**src/rtl/lightpen_pkg.sv**
```systemverilog
// lightpen_pkg
// Shared definitions for the light-pen latch: bus register indices,
// status/control bit positions and the control-register clear bit.
// No ports; imported by lightpen_latch.
package lightpen_pkg;

    typedef enum logic [1:0] {
        LP_REG_X    = 2'd0,
        LP_REG_Y    = 2'd1,
        LP_REG_STAT = 2'd2,
        LP_REG_CTRL = 2'd3
    } lp_reg_e;

    localparam int LP_STAT_VALID   = 7;
    localparam int LP_STAT_OVERRUN = 6;
    localparam int LP_CTRL_ARMED   = 0;
    localparam int LP_CTRL_IRQ_EN  = 1;
    localparam int LP_CTRL_CLEAR   = 7;

endpackage

```
**src/rtl/sync_edge_det.sv**
```systemverilog
// sync_edge_det
// Two-flop synchronizer for an asynchronous level, followed by a
// single-tick rising-edge pulse on the synchronized signal.
// Ports:
//   master_clock  in   system clock
//   reset         in   synchronous, active-high reset (clears all flops)
//   i_async       in   asynchronous input level
//   o_rise        out  one-tick pulse after a synchronized 0->1 transition
module sync_edge_det (
    input  logic master_clock,
    input  logic reset,
    input  logic i_async,
    output logic o_rise
);

    logic r_meta;
    logic r_sync;
    logic r_prev;

    // Clearing every flop on reset throws away any edge still travelling
    // through the synchronizer.
    always_ff @(posedge master_clock) begin
        if (reset) begin
            r_meta <= 1'b0;
            r_sync <= 1'b0;
            r_prev <= 1'b0;
        end else begin
            r_meta <= i_async;
            r_sync <= r_meta;
            r_prev <= r_sync;
        end
    end

    assign o_rise = r_sync & ~r_prev;

endmodule

```
**src/rtl/lightpen_latch.sv**
```systemverilog
// lightpen_latch
// Tracks the beam position (X in master-clock ticks, Y in scan lines)
// from the video syncs and latches it on a pen strobe. The CPU reads the
// latched position and status, and writes arm/irq-enable/clear through
// four bus registers during phi2.
// Optional interrupt output is enabled by defining LIGHTPEN_IRQ_EN.
// Ports:
//   master_clock, reset       clock, synchronous active-high reset
//   hsync, vsync              active-low syncs from the video generator
//   pen                       asynchronous pen strobe, active high
//   phi2, last                CPU phase and its final tick (write qualifier)
//   cs, rw, reg_addr, data_in register select, direction, index, write data
//   data_out, data_oe         read data and its drive enable
//   irq_n                     interrupt request, active low
module lightpen_latch
    import lightpen_pkg::*;
#(
    parameter int X_W = 10,
    parameter int Y_W = 10
) (
    input  logic       master_clock,
    input  logic       reset,
    input  logic       hsync,
    input  logic       vsync,
    input  logic       pen,
    input  logic       phi2,
    input  logic       last,
    input  logic       cs,
    input  logic       rw,
    input  logic [1:0] reg_addr,
    input  logic [7:0] data_in,
    output logic [7:0] data_out,
    output logic       data_oe,
    output logic       irq_n
);

    logic [X_W-1:0] r_xCnt;
    logic [Y_W-1:0] r_yCnt;
    // The two LSBs of the X latch are never readable, so they are not stored.
    logic [X_W-3:0] r_lx;
    logic [Y_W-1:0] r_ly;
    logic           r_valid;
    logic           r_overrun;
    logic           r_armed;
    logic           r_hsync;
    logic           r_vsync;
    logic           w_hFall;
    logic           w_vFall;
    logic           w_penRise;
    logic           w_write;
    logic           w_ctrlWrite;
    logic           w_clear;
    logic           w_irqEn;
    logic [7:0]     w_regData;
    logic           w_unusedBits;

    sync_edge_det u_penSync (
        .master_clock (master_clock),
        .reset        (reset),
        .i_async      (pen),
        .o_rise       (w_penRise)
    );

    // Syncs idle high, so their registered copies reset high to avoid
    // seeing a false falling edge straight out of reset.
    always_ff @(posedge master_clock) begin
        if (reset) begin
            r_hsync <= 1'b1;
            r_vsync <= 1'b1;
        end else begin
            r_hsync <= hsync;
            r_vsync <= vsync;
        end
    end

    assign w_hFall = r_hsync & ~hsync;
    assign w_vFall = r_vsync & ~vsync;

    // Beam position counters. Both saturate rather than wrap so a missing
    // sync never aliases back onto a plausible position.
    always_ff @(posedge master_clock) begin
        if (reset) begin
            r_xCnt <= '0;
            r_yCnt <= '0;
        end else begin
            if (w_hFall) begin
                r_xCnt <= '0;
            end else if (r_xCnt != '1) begin
                r_xCnt <= r_xCnt + 1'b1;
            end
            if (w_vFall) begin
                r_yCnt <= '0;
            end else if (w_hFall && (r_yCnt != '1)) begin
                r_yCnt <= r_yCnt + 1'b1;
            end
        end
    end

    assign w_write     = cs & ~rw & phi2 & last;
    assign w_ctrlWrite = w_write & (reg_addr == LP_REG_CTRL);
    assign w_clear     = w_ctrlWrite & data_in[LP_CTRL_CLEAR];

    // Capture logic. A clear and a capture in the same tick let the capture
    // win: the clear wipes overrun and the fresh position is stored as
    // valid. Arming uses the old armed value, so a write that arms on the
    // pen-rise tick does not capture.
    always_ff @(posedge master_clock) begin
        if (reset) begin
            r_lx      <= '0;
            r_ly      <= '0;
            r_valid   <= 1'b0;
            r_overrun <= 1'b0;
            r_armed   <= 1'b0;
        end else begin
            if (w_ctrlWrite) begin
                r_armed <= data_in[LP_CTRL_ARMED];
            end
            if (w_clear) begin
                r_valid   <= 1'b0;
                r_overrun <= 1'b0;
            end
            if (w_penRise && r_armed) begin
                if (!r_valid || w_clear) begin
                    r_lx    <= r_xCnt[X_W-1:2];
                    r_ly    <= r_yCnt;
                    r_valid <= 1'b1;
                end else begin
                    r_overrun <= 1'b1;
                end
            end
        end
    end

`ifdef LIGHTPEN_IRQ_EN
    logic r_irqEn;
    logic r_irqN;

    // Interrupt enable and the registered request, one tick behind valid.
    always_ff @(posedge master_clock) begin
        if (reset) begin
            r_irqEn <= 1'b0;
            r_irqN  <= 1'b1;
        end else begin
            if (w_ctrlWrite) begin
                r_irqEn <= data_in[LP_CTRL_IRQ_EN];
            end
            r_irqN <= ~(r_valid & r_irqEn);
        end
    end

    assign w_irqEn      = r_irqEn;
    assign irq_n        = r_irqN;
    assign w_unusedBits = ^data_in[6:2];
`else
    assign w_irqEn      = 1'b0;
    assign irq_n        = 1'b1;
    assign w_unusedBits = ^data_in[6:1];
`endif

    // Combinational register read mux.
    always_comb begin
        w_regData = 8'h00;
        case (reg_addr)
            LP_REG_X:    w_regData = r_lx[X_W-3 -: 8];
            LP_REG_Y:    w_regData = r_ly[7:0];
            LP_REG_STAT: begin
                w_regData[LP_STAT_VALID]   = r_valid;
                w_regData[LP_STAT_OVERRUN] = r_overrun;
                w_regData[1:0]             = r_ly[9:8];
            end
            LP_REG_CTRL: begin
                w_regData[LP_CTRL_ARMED]  = r_armed;
                w_regData[LP_CTRL_IRQ_EN] = w_irqEn;
            end
            default:     w_regData = 8'h00;
        endcase
    end

    assign data_oe  = cs & rw & phi2;
    assign data_out = data_oe ? w_regData : 8'h00;

endmodule

```
**config.mk**
```make
export PLATFORM = sky130hd
export DESIGN_NAME = lightpen_latch
export DESIGN_NICKNAME = d
export VERILOG_FILES = /design/src/rtl/lightpen_pkg.sv /design/src/rtl/sync_edge_det.sv /design/src/rtl/lightpen_latch.sv
export SDC_FILE = /design/constraint.sdc
export NUM_CORES = 1
export LEC_CHECK = 0
export CORE_AREA = 2 2 63 79
export CTS_BUF_LIST = sky130_fd_sc_hd__clkbuf_8
export CTS_CLUSTER_DIAMETER = 100
export DETAILED_ROUTE_END_ITERATION = 12
export DIE_AREA = 0 0 65 81
export PLACE_DENSITY = 0.74
export SYNTH_ARGS = -nofsm -noshare
export SYNTH_HDL_FRONTEND = slang
export SYNTH_SLANG_ARGS = --single-unit
```
**constraint.sdc**
```tcl
create_clock -name master_clock -period 1.31 [get_ports master_clock]
set_input_delay 0.262 -clock master_clock [delete_from_list [all_inputs] [get_ports master_clock]]
set_output_delay 0.262 -clock master_clock [all_outputs]
set_load 0.05 [all_outputs]
```
==> summary.txt, run 1 <==
Global routing
  – All-Layer GR Usage: between 20% and 30%
  – Vias in the first global route: between 2,000 and 2,500
  – First-pass GRT wire length: around 10,000 um
  – Initial antenna violation count: 0
  – Largest net degree at the start of global routing: 25
  – Grt ovf: 0

Clock network
  – Total CTS buffers: 5
  – Sink Count: 46
  – CTS root buf: clkbuf_8
  – Clock Latency Late Sink: roughly 0.29 ns
  – Reg clk slew, reported paths: roughly 0.080 ns
  – Clk buf depth: 2
  – CTS tree: yes
  – H-tree lvl count: 2

Yosys
  – Post-synthesis xor/xnor area fraction: 3.204%
  – Yosys top cell area share: around 42%
  – Top area cells in the synthesized netlist: dfxtp_1, a21oi_1, nand3_1, mux2i_1, nor2_1
  – Top_reg_cell synth: dfxtp_1
  – Post-synthesis adder-cell area fraction: roughly 1.1%
  – Yosys cell types: 49
  – Asr flop ratio synth: 0%
  – Net Count, Synth: approximately 270
  – Largest family of logic cells by synthesized area: simple AND/OR/NAND/NOR gates
  – Multiplexer share of the synthesized area: under 10%
  – EDFF count, synth: 0
  – Yosys top cell by area: dfxtp_1
  – Simple-gate share of the synthesized area: between 20% and 30%
  – Synth Instances: 248
  – Mean Syn Cell Area: 8.819 sq um
  – Yosys reg bits: 46
  – Seq/Total Area, Yosys: between 40% and 50%
  – Post-synthesis compound-gate area fraction: approximately a fifth
  – Mapped cell area: approximately 2200 sq um
  – YS warnings: 0

Routing
  – Highest routing layer actually used: met4
  – Post-route DRC: 0
  – Met2 Wirelength: 3706 um
  – DR WL/cell: 17.47 um
  – Number of vias per cell: ~5.8
  – DRT met1 WL: roughly 2400 um
  – Post-DRT Antenna Nets: 0
  – Initial drt markers: about 130
  – Pre-antenna DRT Iters: 4
  – Via count: about 2,200
  – WL final: about 6600 um
  – DR WL met3: about 250 um

Min path
  – Hold WC Path Type: primary input to register
  – Hold path endpoint: r_overrun$_SDFF_PP0_
  – Hold_sp: data_in[7]
  – Hold depth: 2

Critical path
  – CP endpoint kind: output port
  – Crit Path Max Fanout: 2
  – Reg2Reg Depth: 5
  – Worst path max stage delay: between 0.4 and 0.5 ns
  – CP top delay family: multiplexers
  – Setup crit start kind: register
  – R2R Setup Slk: -0.02 ns
  – Reg2reg start: r_yCnt[0]$_SDFFE_PP0P_
  – CP required: around 1.1 ns
  – Crit-path cells: mux4_2 > and3_4 > buf_6
  – CP bufs+invs: 1
  – Crit-path slowest cell: mux4_2
  – Critical R2R Capture: r_yCnt[7]$_SDFFE_PP0P_
  – Critical Path AT: 1.38 ns
  – Crit path kind: register to output port

Run
  – Max Cap Viol: 0

Placed design
  – # port buffers: 21
  – DP HPWL: roughly 4000 um
  – Dpl cells: 361
  – Final GP Congestion: 0.8550

Die
  – I/O pin count: 29
  – Die footprint: 5265 sq um
  – Chip height: between 80 and 90 um
  – Core area: 4589 sq um
  – Site row count: 28
  – Die width: ~65 um
  – Starting density of the core: 47.66%

Status
  – Violated checks: negative setup slack
  – Status: finished, violations left

Finish
  – # nets final: ~340
  – Fill cells: between 200 and 300
  – Synth-to-layout area growth: 56.01%
  – Reg area: ~950 sq um
  – Area of the multi-input gates: around 1500 sq um
  – Cell Count, Final, Fillers Out: about 380
  – Util after Layout: between 70% and 80%
  – Ant diodes: 0
  – Layout cells sized above 1: ~48%

STA
  – Final Setup Violations: 7
  – Min Tclk post-route: roughly 1.6 ns
  – Final period utilization: 125.6%
  – Clock skew: 0.002629 ns
  – Slew Viols, Final: 0
  – Fmax: roughly 600 MHz
  – Final Hold Viols: 0
  – Smallest setup slack after layout: -0.3350 ns
  – RSZ-0062 raised after global routing: yes

Power and ir drop
  – PD cells: roughly 750 nW/um^2
  – Maximum VDD drop: approximately 0.47 mV
  – Total Power: 0.002542 W
  – Leak: about 1.2 nW
[power breakdown]
| part | switching, W | internal (W) |
|---|---|---|
| clock network | 0.000463 | 0.000418 |
| logic | 0.000122 | 0.000115 |
| registers | 0.0000122 | 0.00141 |
[synth_stat cells (4+ instances only)]
master	instances
dfxtp_1	46
a21oi_1	30
nand3_1	22
nor2_1	19
o21ai_0	13
mux2i_1	8
nor3_1	8
o21ai_1	8
nand2_1	7
nor2b_1	7
xnor2_1	7
clkbuf_1	6
inv_1	6
and3_1	5
and4_1	5
a311oi_1	4
buf_2	4
[flip-flops by register name, summed over array words and instances (netlist names)]
register	count
r_ly	10
r_valid	1
u_penSync.r_prev	1
u_penSync.r_sync	1
u_penSync.r_meta	1
r_hsync	1
r_armed	1
r_overrun	1
r_yCnt	10
r_xCnt	10
r_lx	8
r_vsync	1
[worst max-delay path by stage]
stage | slack (ns) | to | start | cells after the start
after detailed placement | -0.65 | r_lx[1]$_SDFFE_PP0P_ | reg_addr[1] | 8
final | -0.34 | data_out[0] | r_armed$_SDFFE_PP0P_ | 3
after global placement | -0.66 | data_out[2] | reg_addr[0] | 6
after global routing | -0.38 | data_out[0] | r_armed$_SDFFE_PP0P_ | 3
after CTS | -0.34 | data_out[0] | r_armed$_SDFFE_PP0P_ | 3
after floorplan | -0.04 | data_out[0] | reg_addr[1] | 3
[per-stage QoR]
| step | setup slack [ns] | instance area, sq um | hold slack (ns) | setup TNS, ns |
|---|---|---|---|---|
| final | -0.3350 | 3412 | 0.2789 | -0.9987 |
| after global routing | -0.3782 | 3412 | 0.2935 | -1.910 |
| after CTS | -0.3447 | 3252 | 0.2704 | -0.8343 |
| after detailed placement | -0.6546 | 2943 | 0.4281 | -22.05 |
| after global placement | -0.6551 | 2943 | 0.4168 | -19.78 |
| after floorplan | -0.03906 | 2317 | 0.3658 | -0.03906 |
[cells by family (layout without fill, tap and decap cells)]
group	count (synthesis)	count (layout)
AND/OR/NAND/NOR	93	93
AO/OA/AOI/OAI	68	68
flip-flops	46	46
buffers and inverters	21	90
multiplexers	9	9
XOR/XNOR	8	8
adder cells (fa/ha/maj)	2	2
other	1	1
[cell usage in the layout, fill, tap and decap left out, types with 6 or more instances in the layout]
cell and count:
a21oi_1 20, a21oi_2 9, buf_12 9, buf_4 43, buf_6 10, clkbuf_8 6, dfxtp_1 26, dfxtp_2 19
inv_1 7, nand2_1 6, nand3_1 18, nor2_1 15, nor2b_1 6, o21ai_0 13, o21ai_1 8, xnor2_1 7
[timing repair]
action / 4_1_cts / 5_1_grt
endpoints found under the setup margin: 41 / 21
resized for setup: 76 / 33
gates cloned: 2 / 0
hold buffers: 0 / 0
pin swaps: 13 / 18
setup buffers: 5 / 3
[layout make-up]
class / instances / share of cell area, %
multi-input cells: 181 / 43.64
well taps: 60 / 2.200
inverters: 6 / 0.6601
repair buffers: 76 / 23.03
flip-flops and latches: 46 / 27.80
clock buffers: 6 / 2.420
clock inverters: 2 / 0.2567
[routing by layer]
metal | track usage, % | vias to the layer above
li1 | - | 1037
met1 | 26.78 | 1082
met2 | 48.87 | 64
met3 | 3.601 | 18
met4 | 10.00 | 0
met5 | 0 | -
No activity file was read; power rests on OpenSTA's default activity.
==> run 2, diff against run 1 <==
CAP_MARGIN = 20   (was default)
CELL_PAD_IN_SITES_DETAIL_PLACEMENT = 0   (was default)
CELL_PAD_IN_SITES_GLOBAL_PLACEMENT = 1   (was default)
CORE_AREA = 2 2 70 89   (was 2 2 63 79)
DIE_AREA = 0 0 72 91   (was 0 0 65 81)
PLACE_DENSITY = default   (was 0.74)
PLACE_DENSITY_LB_ADDON = 0.1   (was default)
==> run 2 against run 1 <==
Net effect:
- the run still ends with negative setup slack left
- first-iteration DRC count down 18%
- register-to-register slack better by 0.02 ns
- utilization down 16 points
- routed wire length down 14%
- clock skew up 0.0062 ns
- total power down 0.95%
- final cell count up 0.80%
- sequential cell count unchanged
- combinational power down 8.4%
==> summary.txt, run 2 (synthesis results as in run 1) <==
Status
  – Status: finished, violations left
  – Violated checks: negative setup slack

Critical path
  – CP endpoint kind: output port
  – Crit path kind: register to output port
  – CP required: 1.05 ns (about the same)
  – Critical Path AT: 1.42 ns (+0.04 ns)
  – Crit Path Max Fanout: 2 (unchanged)
  – Setup crit start: r_armed$_SDFFE_PP0P_
  – Reg2reg start: r_yCnt[0]$_SDFFE_PP0P_
  – Setup crit start kind: register

Placed design
  – # port buffers: 21 (unchanged)
  – DP HPWL: 3949 um (-1.0%)
  – Dpl cells: 368 (+1.9%)
  – Final GP Congestion: 0.7888 (-7.7%)

Power and ir drop
  – Sw frac: 25.04% (+1.6 points)
  – Leak: 1.224 nW (-1.6%)
  – PD cells: 750.7 nW/um^2 (+0.75%)
  – Comb power frac: 8.6% (-0.7 points)
  – Sequential share of power: 56.4% (+0.4 points)
  – Sw Pwr: 0.0006305 W (+5.6%)
  – Power share of the clock group: 35.0% (+0.3 points)
  – Maximum VDD drop: 0.5029 mV (+7.0%)
  – Internal power: 0.001888 W (-3.0%)

Die
  – Starting density of the core: 38.36% (-9.3 points)
  – I/O pin count: 29 (unchanged)
  – Site row count: 31 (+11%)
  – Core area: 5702 sq um (+24%)
  – Die width: 72 um (+11%)
  – Die footprint: 6552 sq um (+24%)
  – Chip height: 91 um (+12%)

Finish
  – Commonest non-fill, non-tap cell in the layout: buf_4
  – # nets final: 334 (-0.89%)
  – Top flop regs: r_ly: 10 flops, r_xCnt: 10 flops, r_yCnt: 10 flops
  – Util after Layout: 58.83% (-16 points)
  – Cell Count, Final, Fillers Out: 380 (+0.80%)
  – Synth-to-layout area growth: 53.38%
  – Ant diodes: 0 (unchanged)
  – Commonest cells after routing, fill and taps aside: buf_4, a21oi_1, dfxtp_1
  – Fill cells: 531 (+82%)
  – Layout cells sized above 1: 45.86% (-1.8 points)

STA
  – Min Tclk post-route: 1.682 ns (+0.03743 ns)
  – Final Setup Violations: 9 (+2)
  – Smallest setup slack after layout: -0.3724 ns (-0.03743 ns)
  – Final period utilization: 128.4% (+2.9 points)
  – Slew Viols, Final: 0 (unchanged)
  – RSZ-0062 raised after global routing: yes
  – Fmax: 594.4 MHz (-2.2%)
  – Clock skew: 0.008796 ns (+0.006167 ns)
  – Final Hold Viols: 0 (unchanged)

Clock network
  – CTS tree: yes
  – Reg clk slew, reported paths: 0.09 ns (about the same)
  – Clk buf depth: 2 (unchanged)
  – CTS root buf: clkbuf_8
  – Hold buffers post-CTS: 0 (unchanged)
  – Sink Count: 46 (unchanged)
  – Clock Latency Late Sink: 0.30 ns (about the same)
  – H-tree lvl count: 2 (unchanged)
  – Total CTS buffers: 5 (unchanged)

Routing
  – DR WL/cell: 14.92 um (-15%)
  – WL final: 5670 um (-14%)
  – Initial drt markers: 102 (-18%)
  – Number of vias per cell: 5.313 (-9.0%)
  – Via count: 2,019 (-8.3%)
  – Post-route DRC: 0 (unchanged)
  – Pre-antenna DRT Iters: 4 (unchanged)
  – Post-DRT Antenna Nets: 0 (unchanged)

Min path
  – Hold WC Path Type: primary input to register
  – Hold_sp: data_in[7]

Global routing
  – First-pass GRT wire length: 9597 um (-5.4%)
  – Largest net degree at the start of global routing: 25 (unchanged)
  – All-Layer GR Usage: 18.41% (-6.7 points)
  – Grt ovf: 0 (unchanged)
  – Vias in the first global route: 1,986 (-9.2%)
  – Initial antenna violation count: 0 (unchanged)

Run
  – Max Cap Viol: 0 (unchanged)
## run 2: changes by cell type in the layout (fill, tap and decap cells not counted), sizes merged
cell and change:
clkbuf -1, clkinvlp +1, clkinv +1, buf -4, inv -1, clkdlybuf4s15 -1, dlygate4sd2 +2
## run 2: per-layer routing
layer  vias to the layer above  share of wire [%]  track usage (%)
met3                         8                2.5            3.552
met5                         -                  0                0
met2                        27                 51            30.56
met4                         0                1.6            6.132
met1                       947                 45            23.67
li1                       1037                  -                -
## run 2: layout make-up
cell class	instances	area [sq um]	share of cell area (%)
timing repair buffer	73	733.2	21.86
clock buffer	5	68.82	2.051
multi-input combinational	181	1468	43.75
clock inverter	3	21.27	0.6341
tap	66	82.58	2.462
inverter	6	22.52	0.6714
sequential	46	958.4	28.57
## run 2: what timing repair did
item	in CTS	in global routing
gates cloned	1	0
endpoints found under the setup margin	41	31
buffers inserted	4	2
gates resized for setup	61	39
pin swaps	11	16
## run 2: through the flow
step	worst slack [ns]	hold WS (ns)	total power (W)	TNS [ns]	area, sq um
floorplan	-0.03906	0.3658	0.001565	-0.03906	2317
global placement	-0.6781	0.4196	0.001652	-21.28	2958
detailed placement	-0.7057	0.4278	0.001654	-21.94	2958
CTS	-0.3924	0.2924	0.002544	-1.230	3186
global route	-0.4161	0.3160	0.002639	-1.689	3354
finish	-0.3724	0.3097	0.002518	-0.9563	3354
## run 2: final timing paths
path	cells after the start	end	slack, ns
worst max-delay path	3	data_out[0]	-0.37
worst min-delay path	2	r_overrun$_SDFF_PP0_	0.31
worst max register to register	5	r_yCnt[7]$_SDFFE_PP0P_	0
worst min register to register	1	u_penSync.r_sync$_SDFF_PP0_	0.45
## run 2: critical path, cell delays in order, from the launching register on
cell	delay, ns
dfxtp_2	0.34
mux4_2	0.47
and3_4	0.16
buf_6	0.14
## run 2: power by group through the flow
stage          Clock, W  Combinational, W  Sequential, W
4_1_cts        0.000911          0.000209        0.00142
5_1_grt        0.000981          0.000235        0.00142
3_5_place_dp          0          0.000200        0.00145
6_report       0.000881          0.000217        0.00142
2_1_floorplan         0          0.000111        0.00145
3_3_place_gp          0          0.000198        0.00145
